$ cat src/rtl/alu_arbiter_pkg.sv
// rtl/alu_arbiter_pkg.sv - shared FSM state and ALU opcode definitions
// Contents: state_t (IDLE/EXEC/RESP) and the OP_* opcode constants used by
// the arbiter and its ALU datapath.
package alu_arbiter_pkg;

    typedef enum logic [1:0] {
        ST_IDLE = 2'd0,
        ST_EXEC = 2'd1,
        ST_RESP = 2'd2
    } state_t;

    localparam logic [3:0] OP_ADD  = 4'd0;
    localparam logic [3:0] OP_SUB  = 4'd1;
    localparam logic [3:0] OP_SLL  = 4'd2;
    localparam logic [3:0] OP_SLT  = 4'd3;
    localparam logic [3:0] OP_SLTU = 4'd4;
    localparam logic [3:0] OP_XOR  = 4'd5;
    localparam logic [3:0] OP_SRL  = 4'd6;
    localparam logic [3:0] OP_SRA  = 4'd7;
    localparam logic [3:0] OP_OR   = 4'd8;
    localparam logic [3:0] OP_AND  = 4'd9;
    localparam logic [3:0] OP_MAX  = 4'd9;

endpackage

$ cat src/rtl/alu_core.sv
// rtl/alu_core.sv - purely combinational ALU shared by both requesters
// Ports:
//   sel     in   opcode (0..9 legal, 10..15 illegal)
//   a, b    in   operands, WIDTH bits
//   result  out  operation result, 0 for illegal opcodes
//   a_zero  out  operand a is zero
//   illegal out  opcode is outside 0..OP_MAX
module alu_core
    import alu_arbiter_pkg::*;
#(
    parameter int WIDTH = 32
) (
    input  logic [3:0]       sel,
    input  logic [WIDTH-1:0] a,
    input  logic [WIDTH-1:0] b,
    output logic [WIDTH-1:0] result,
    output logic             a_zero,
    output logic             illegal
);

    localparam int SHW = $clog2(WIDTH);

    logic [SHW-1:0] shamt;

    assign shamt  = b[SHW-1:0];
    assign a_zero = (a == '0);

    always_comb begin
        result  = '0;
        illegal = 1'b0;
        case (sel)
            OP_ADD:  result = a + b;
            OP_SUB:  result = a - b;
            OP_SLL:  result = a << shamt;
            OP_SLT:  result = {{(WIDTH-1){1'b0}}, ($signed(a) < $signed(b))};
            OP_SLTU: result = {{(WIDTH-1){1'b0}}, (a < b)};
            OP_XOR:  result = a ^ b;
            OP_SRL:  result = a >> shamt;
            OP_SRA:  result = $signed(a) >>> shamt;
            OP_OR:   result = a | b;
            OP_AND:  result = a & b;
            default: illegal = 1'b1;
        endcase
    end

endmodule

$ cat src/rtl/alu_arbiter.sv
// rtl/alu_arbiter.sv - round-robin arbiter sharing one ALU between two requesters
// Ports:
//   clk, rst                 clock, asynchronous active-high reset
//   reqN_valid/ready         request handshake for requester N (N=0,1)
//   reqN_sel, reqN_a/b       opcode and operands
//   respN_valid/ready        response handshake for requester N
//   respN_data/zero/err      result, a==0 flag, illegal-opcode flag
module alu_arbiter
    import alu_arbiter_pkg::*;
#(
    parameter int WIDTH = 32
) (
    input  logic             clk,
    input  logic             rst,
    input  logic             req0_valid,
    output logic             req0_ready,
    input  logic [3:0]       req0_sel,
    input  logic [WIDTH-1:0] req0_a,
    input  logic [WIDTH-1:0] req0_b,
    input  logic             req1_valid,
    output logic             req1_ready,
    input  logic [3:0]       req1_sel,
    input  logic [WIDTH-1:0] req1_a,
    input  logic [WIDTH-1:0] req1_b,
    output logic             resp0_valid,
    input  logic             resp0_ready,
    output logic [WIDTH-1:0] resp0_data,
    output logic             resp0_zero,
    output logic             resp0_err,
    output logic             resp1_valid,
    input  logic             resp1_ready,
    output logic [WIDTH-1:0] resp1_data,
    output logic             resp1_zero,
    output logic             resp1_err
);

    state_t           state_q;
    state_t           state_d;
    logic             owner_q;
    logic             last_q;
    logic [3:0]       sel_q;
    logic [WIDTH-1:0] a_q;
    logic [WIDTH-1:0] b_q;
    logic [WIDTH-1:0] data_q;
    logic             zero_q;
    logic             err_q;

    logic             grant1;
    logic             accept;
    logic [WIDTH-1:0] alu_result;
    logic             alu_zero;
    logic             alu_illegal;

    // Requester 1 wins when it is alone, or on a tie when requester 0 was
    // granted last.
    assign grant1 = req1_valid & (~req0_valid | ~last_q);
    assign accept = req0_ready | req1_ready;

    alu_core #(.WIDTH(WIDTH)) u_alu_core (
        .sel     (sel_q),
        .a       (a_q),
        .b       (b_q),
        .result  (alu_result),
        .a_zero  (alu_zero),
        .illegal (alu_illegal)
    );

    always_ff @(posedge clk or posedge rst) begin
        if (rst) begin
            state_q <= ST_IDLE;
        end else begin
            state_q <= state_d;
        end
    end

    // Readies are gated by rst so that they drop the moment reset asserts,
    // not only once the state register has been cleared.
    always_comb begin
        state_d     = state_q;
        req0_ready  = 1'b0;
        req1_ready  = 1'b0;
        resp0_valid = 1'b0;
        resp1_valid = 1'b0;
        case (state_q)
            ST_IDLE: begin
                if (!rst) begin
                    req0_ready = req0_valid & ~grant1;
                    req1_ready = grant1;
                    if (req0_valid | req1_valid) begin
                        state_d = ST_EXEC;
                    end
                end
            end
            ST_EXEC: begin
                state_d = ST_RESP;
            end
            ST_RESP: begin
                resp0_valid = ~owner_q;
                resp1_valid = owner_q;
                if (owner_q ? resp1_ready : resp0_ready) begin
                    state_d = ST_IDLE;
                end
            end
            default: begin
                state_d = ST_IDLE;
            end
        endcase
    end

    always_ff @(posedge clk or posedge rst) begin
        if (rst) begin
            owner_q <= 1'b0;
            last_q  <= 1'b1;
            sel_q   <= '0;
            a_q     <= '0;
            b_q     <= '0;
            data_q  <= '0;
            zero_q  <= 1'b0;
            err_q   <= 1'b0;
        end else begin
            if (accept) begin
                owner_q <= req1_ready;
                last_q  <= req1_ready;
                sel_q   <= req1_ready ? req1_sel : req0_sel;
                a_q     <= req1_ready ? req1_a   : req0_a;
                b_q     <= req1_ready ? req1_b   : req0_b;
            end
            if (state_q == ST_EXEC) begin
                data_q <= alu_result;
                zero_q <= alu_zero;
                err_q  <= alu_illegal;
            end
        end
    end

    // The result registers only change in EXEC, so they are stable for the
    // whole RESP phase; both ports see them and only the owner's valid rises.
    assign resp0_data = data_q;
    assign resp0_zero = zero_q;
    assign resp0_err  = err_q;
    assign resp1_data = data_q;
    assign resp1_zero = zero_q;
    assign resp1_err  = err_q;

endmodule

$ cat config.mk
export PLATFORM = sky130hd
export DESIGN_NAME = alu_arbiter
export DESIGN_NICKNAME = d
export VERILOG_FILES = /design/src/rtl/alu_arbiter_pkg.sv /design/src/rtl/alu_core.sv /design/src/rtl/alu_arbiter.sv
export SDC_FILE = /design/constraint.sdc
export NUM_CORES = 1
export LEC_CHECK = 0
export ABC_AREA = 1
export CAP_MARGIN = 20
export CORE_ASPECT_RATIO = 1.75
export CORE_UTILIZATION = 58
export DETAILED_ROUTE_END_ITERATION = 16
export GPL_TIMING_DRIVEN = 0
export PLACE_DENSITY = 0.84
export SLEW_MARGIN = 15
export SYNTH_ARGS = -nofsm -noshare
export SYNTH_HDL_FRONTEND = slang
export SYNTH_HIERARCHICAL = 1
export SYNTH_SLANG_ARGS = --single-unit
export TNS_END_PERCENT = 10
$ cat constraint.sdc
create_clock -name clk -period 3.6 [get_ports clk]
set_input_delay 0.36 -clock clk [delete_from_list [all_inputs] [get_ports clk]]
set_output_delay 0.36 -clock clk [all_outputs]
set_load 0.01 [all_outputs]
==> results of run 1 <==
==> through the flow <==
stage          utilization [%]  TNS [ns]
2_1_floorplan                -         0
3_3_place_gp              68.3    -27.80
3_5_place_dp              68.5     -2.15
4_1_cts                   69.7   -0.0137
==> per-layer routing <==
metal / global-route usage (%) / overflow
met2: 88.0 / 134
met1: 64.7 / 2
met3: 40.8 / 10
met5: 8.82 / 0
met4: 63.0 / 66
==> cell families after synthesis <==
kind of cell	share of synthesized area, %
flip-flops	17.0
XOR/XNOR	0.113
multiplexers	2.46
buffers and inverters	14.7
adder cells (fa/ha/maj)	8.05
AO/OA/AOI/OAI	12.3
AND/OR/NAND/NOR	45.4
==> timing repair <==
action | 4_1_cts
gates resized for setup | 9
hold buffers | 0
setup endpoints to repair | 17
hold endpoints to repair | 0
==> reports/qor.txt, run 1 <==
status -> did not finish
last stage reached -> global routing (5_1_grt)
error msg -> [ERROR GRT-0116] Global routing finished with congestion. Check the congestion regions in the DRC Viewer.
#FFs+latches synth -> 106
Avg Inst Size Synth -> 5.70 um^2
initial core utilization -> 58.8%
Seq/Total Area, Yosys -> 17.0%
area leader, netlist -> nand2_1
Cells after Synth -> 2729
CTS buffer count -> 9
Clock Sinks -> 106
area share of the largest cell type after synthesis -> 20.3%
GRT Overall Usage -> 64.4%
pin count of the biggest net entering global routing -> 57
Synth warnings -> 6
Final HPWL DP -> 59500 um
die outline width -> 126 um
top cells by area, synth -> nand2_1 20%, dfrtp_1 17%, nand3_1 17%
most common cell in the netlist -> nand2_1
top post-synthesis cells by count -> 843 x nand2_1, 514 x nand3_1, 357 x inv_1
Clock Path Buffers -> 2
vias in the first global route -> 22000
Die Ht -> 219 um
Synth cell types -> 50
Placed Area -> 18100 um^2
global-route wire length before repair -> 136000 um
post-CTS repair timing setup buffer count -> 0
clock root buffer -> clkbuf_16
FP Rows -> 79
pre-CTS setup slack -> -0.479 ns
synthesized area -> 15600 um^2
Main synth FF type -> dfrtp_1
GRT overflow -> 212
GP Congestion -> 1.32
H-tree levels -> 3
EDFF count, synth -> 0
port buffer count -> 213
Ports -> 214
DP Cell Count -> 3267
share of flip-flops with an asynchronous set or reset -> 100%
Mapped Nets -> 2970
==> run 2, diff against run 1 <==
- CORE_ASPECT_RATIO: 1.75 -> unset
- CORE_UTILIZATION: 58 -> 40
- PLACE_DENSITY: 0.84 -> unset
- PLACE_DENSITY_LB_ADDON: unset -> 0.15
==> reports/qor.txt, run 2 <==
Mapped Nets -> 2970
Post-Synth Simple-Gate Area -> 45.4%
period utilization -> 100%
commonest non-fill, non-tap cells in the layout -> 843 x nand2_1, 513 x nand3_1, 357 x inv_1, 213 x clkdlybuf4s50_1, 172 x nor2_1
Avg WL per Cell -> 24.0 um
Fmax -> 277 MHz
max_cap viols -> 0
initial core utilization -> 40.9%
Adder-Cell Fraction of Synth Area -> 8.05%
Rel. slew slack -> 24.0%
Pwr Total -> 21.3 mW
Initial DRC Count -> 2749
Synth cell types -> 50
top cells by area, synth -> nand2_1 20%, dfrtp_1 17%, nand3_1 17%
area leader, netlist -> nand2_1
Clock Sinks -> 106
GP Congestion -> 1.10
CTS tree -> built
Avg Inst Size Synth -> 5.70 um^2
minimum clock period -> 3.61 ns
Setup Skew -> 0.0243 ns
post-synthesis compound-gate area fraction -> 12.3%
maximum VDD drop -> 385 uV
most common cell after layout, fill and taps aside -> nand2_1
Internal -> 7.33 mW
Ports -> 214
CTS buffer count -> 9
Least-Margin Pin Slew -> 1.13 ns
GRT Overall Usage -> 41.7%
port buffer count -> 213
worst-path fanout max -> 7
Worst EP arrival -> 3.90 ns
Cells after Synth -> 2729
drt drc -> 0
DP Cell Count -> 3455
final WL -> 83200 um
Crit Path Category -> flop to flop
global-route wire length before repair -> 120000 um
Synth warnings -> 6
Reg clk slew, reported paths -> 0.09 ns
synthesized area -> 15600 um^2
combinational power share -> 81.1%
layout cells sized above 1 -> 6.76%
Post-Synth XOR/XNOR Area -> 0.113%
fin cells -> 3470
CP required -> 3.89 ns
switching share of power -> 65.5%
top post-synthesis cells by count -> 843 x nand2_1, 514 x nand3_1, 357 x inv_1
net switching power -> 13.9 mW
die area -> 39700 um^2
EDFF count, synth -> 0
Crit path largest cell delay -> 0.67 ns
Layout Cell Area excl Fill -> 18700 um^2
clock share of power -> 5.0%
nets -> 3194
Final HPWL DP -> 69000 um
# setup viols final -> 1
Area Growth Syn to Fin -> 20.1%
Core Area -> 38000 um^2
worst skew pair latency -> 0.40 ns
CP startpoint kind -> flop
final worst slack -> -0.00607 ns
H-tree levels -> 3
fill count -> 4075
share of flip-flops with an asynchronous set or reset -> 100%
GRT overflow -> 0
Power Dens Cells -> 1140 nW/um^2
Setup crit end kind -> flop
area share of the largest cell type after synthesis -> 20.3%
failing checks -> negative setup slack
Seq/Total Area, Yosys -> 17.0%
multiplexer share of the synthesized area -> 2.46%
via count -> 20400
status -> complete, but fails checks
pin count of the biggest net entering global routing -> 55
leak pwr -> 9.74 nW
Final Slew Violations -> 0
largest family of logic cells by synthesized area -> simple AND/OR/NAND/NOR gates
Clock Path Buffers -> 2
#FFs+latches synth -> 106
Tightest Hold Check Type -> input port to asynchronous set/reset pin
slowest CP cell -> dfrtp_1
vias in the first global route -> 18900
initial antenna violation count -> 2
Reg power frac -> 13.8%
TNS Setup -> -0.00607 ns
Antenna Nets Post-Route -> 0
die outline width -> 199 um
most common cell in the netlist -> nand2_1
FP Rows -> 71
Main synth FF type -> dfrtp_1
Placed Area -> 18400 um^2
clock root buffer -> clkbuf_16
RSZ-0062 raised after global routing -> no
first drt pass iteration count -> 6
Die Ht -> 199 um
worst path cell trace -> inv_1 > ha_1 > inv_1 > o22ai_1 > nor3_1 > nand3_1 > a21oi_1 > nand3_1 > mux2_2
Final Hold Vio Count -> 0
reg2reg setup slack -> -0.006 ns
Via-to-Cell Ratio -> 5.88
run 2: worst paths after layout:
kind	start	to	depth (start not counted)
hold reg to reg	last_q$_DFFE_PP1P_	last_q$_DFFE_PP1P_	2
setup reg to reg	a_q[28]$_DFFE_PP0P_	resp0_data[28]$_DFFE_PP0N_	9
max in group asynchronous	rst	last_q$_DFFE_PP1P_	3
hold / removal	rst	owner_q$_DFFE_PP0P_	2
setup / recovery	a_q[28]$_DFFE_PP0P_	resp0_data[28]$_DFFE_PP0N_	9
min in group clk	last_q$_DFFE_PP1P_	last_q$_DFFE_PP1P_	2
run 2: kinds of logic (layout without fill, tap and decap cells):
group | count (synthesis) | count (layout)
other | 0 | 1
XOR/XNOR | 2 | 2
buffers and inverters | 536 | 765
AO/OA/AOI/OAI | 317 | 317
flip-flops | 106 | 106
adder cells (fa/ha/maj) | 99 | 99
multiplexers | 34 | 34
AND/OR/NAND/NOR | 1635 | 1635
run 2: per-stage QoR:
stage          hold slack [ns]  util (%)  setup slack [ns]
4_1_cts                  0.466      49.2            0.0723
3_5_place_dp             0.459      48.3            -0.393
6_report                 0.460      49.2          -0.00607
3_3_place_gp             0.454      48.2            -0.901
2_1_floorplan            0.443         -             0.815
5_1_grt                  0.495      49.2           0.00982
run 2: metal layers:
layer | wire, um | vias to the layer above | global-route usage [%]
li1 | - | 9280 | -
met1 | 33500 | 9518 | 55.6
met2 | 34000 | 1396 | 60.1
met3 | 10700 | 216 | 11.4
met4 | 4850 | 4 | 23.4
met5 | 103 | - | 1.79
run 2: cell type report:
type	count	area, um^2	area share (%)
flip-flops and latches	106	2660	14.2
well taps	511	639	3.42
plain buffers	162	883	4.72
clock buffers	10	239	1.28
diodes	1	2.50	0.0134
repair buffers	215	2160	11.6
multi-input cells	2087	10600	56.9
inverters	372	1410	7.55
clock inverters	6	65.1	0.348
run 2: timing repair:
action / CTS / global route
buffers inserted: 0 / 0
gates resized for setup: 4 / 7
setup endpoints to repair: 29 / 15
hold buffers: 0 / 0
run 2: critical path: cells and delay by family, from the launching register on:
family	cells	cell delay (ns)
AOI/OAI and AO/OA	2	0.70
adders and majority gates	1	0.45
buffers and inverters	2	0.43
DFF	1	0.67
muxes	1	0.29
and+or+nand+nor	3	0.95
run 2: power by group through the flow:
stage               clock [mW]  sequential [mW]  combinational (mW)
floorplan                    0             2.29                10.4
global placement             0             2.85                16.3
detailed placement           0             2.88                16.4
CTS                       1.08             2.85                16.5
global route              1.13             2.94                18.4
finish                    1.07             2.94                17.3
No activity file was read; power rests on OpenSTA's default activity.
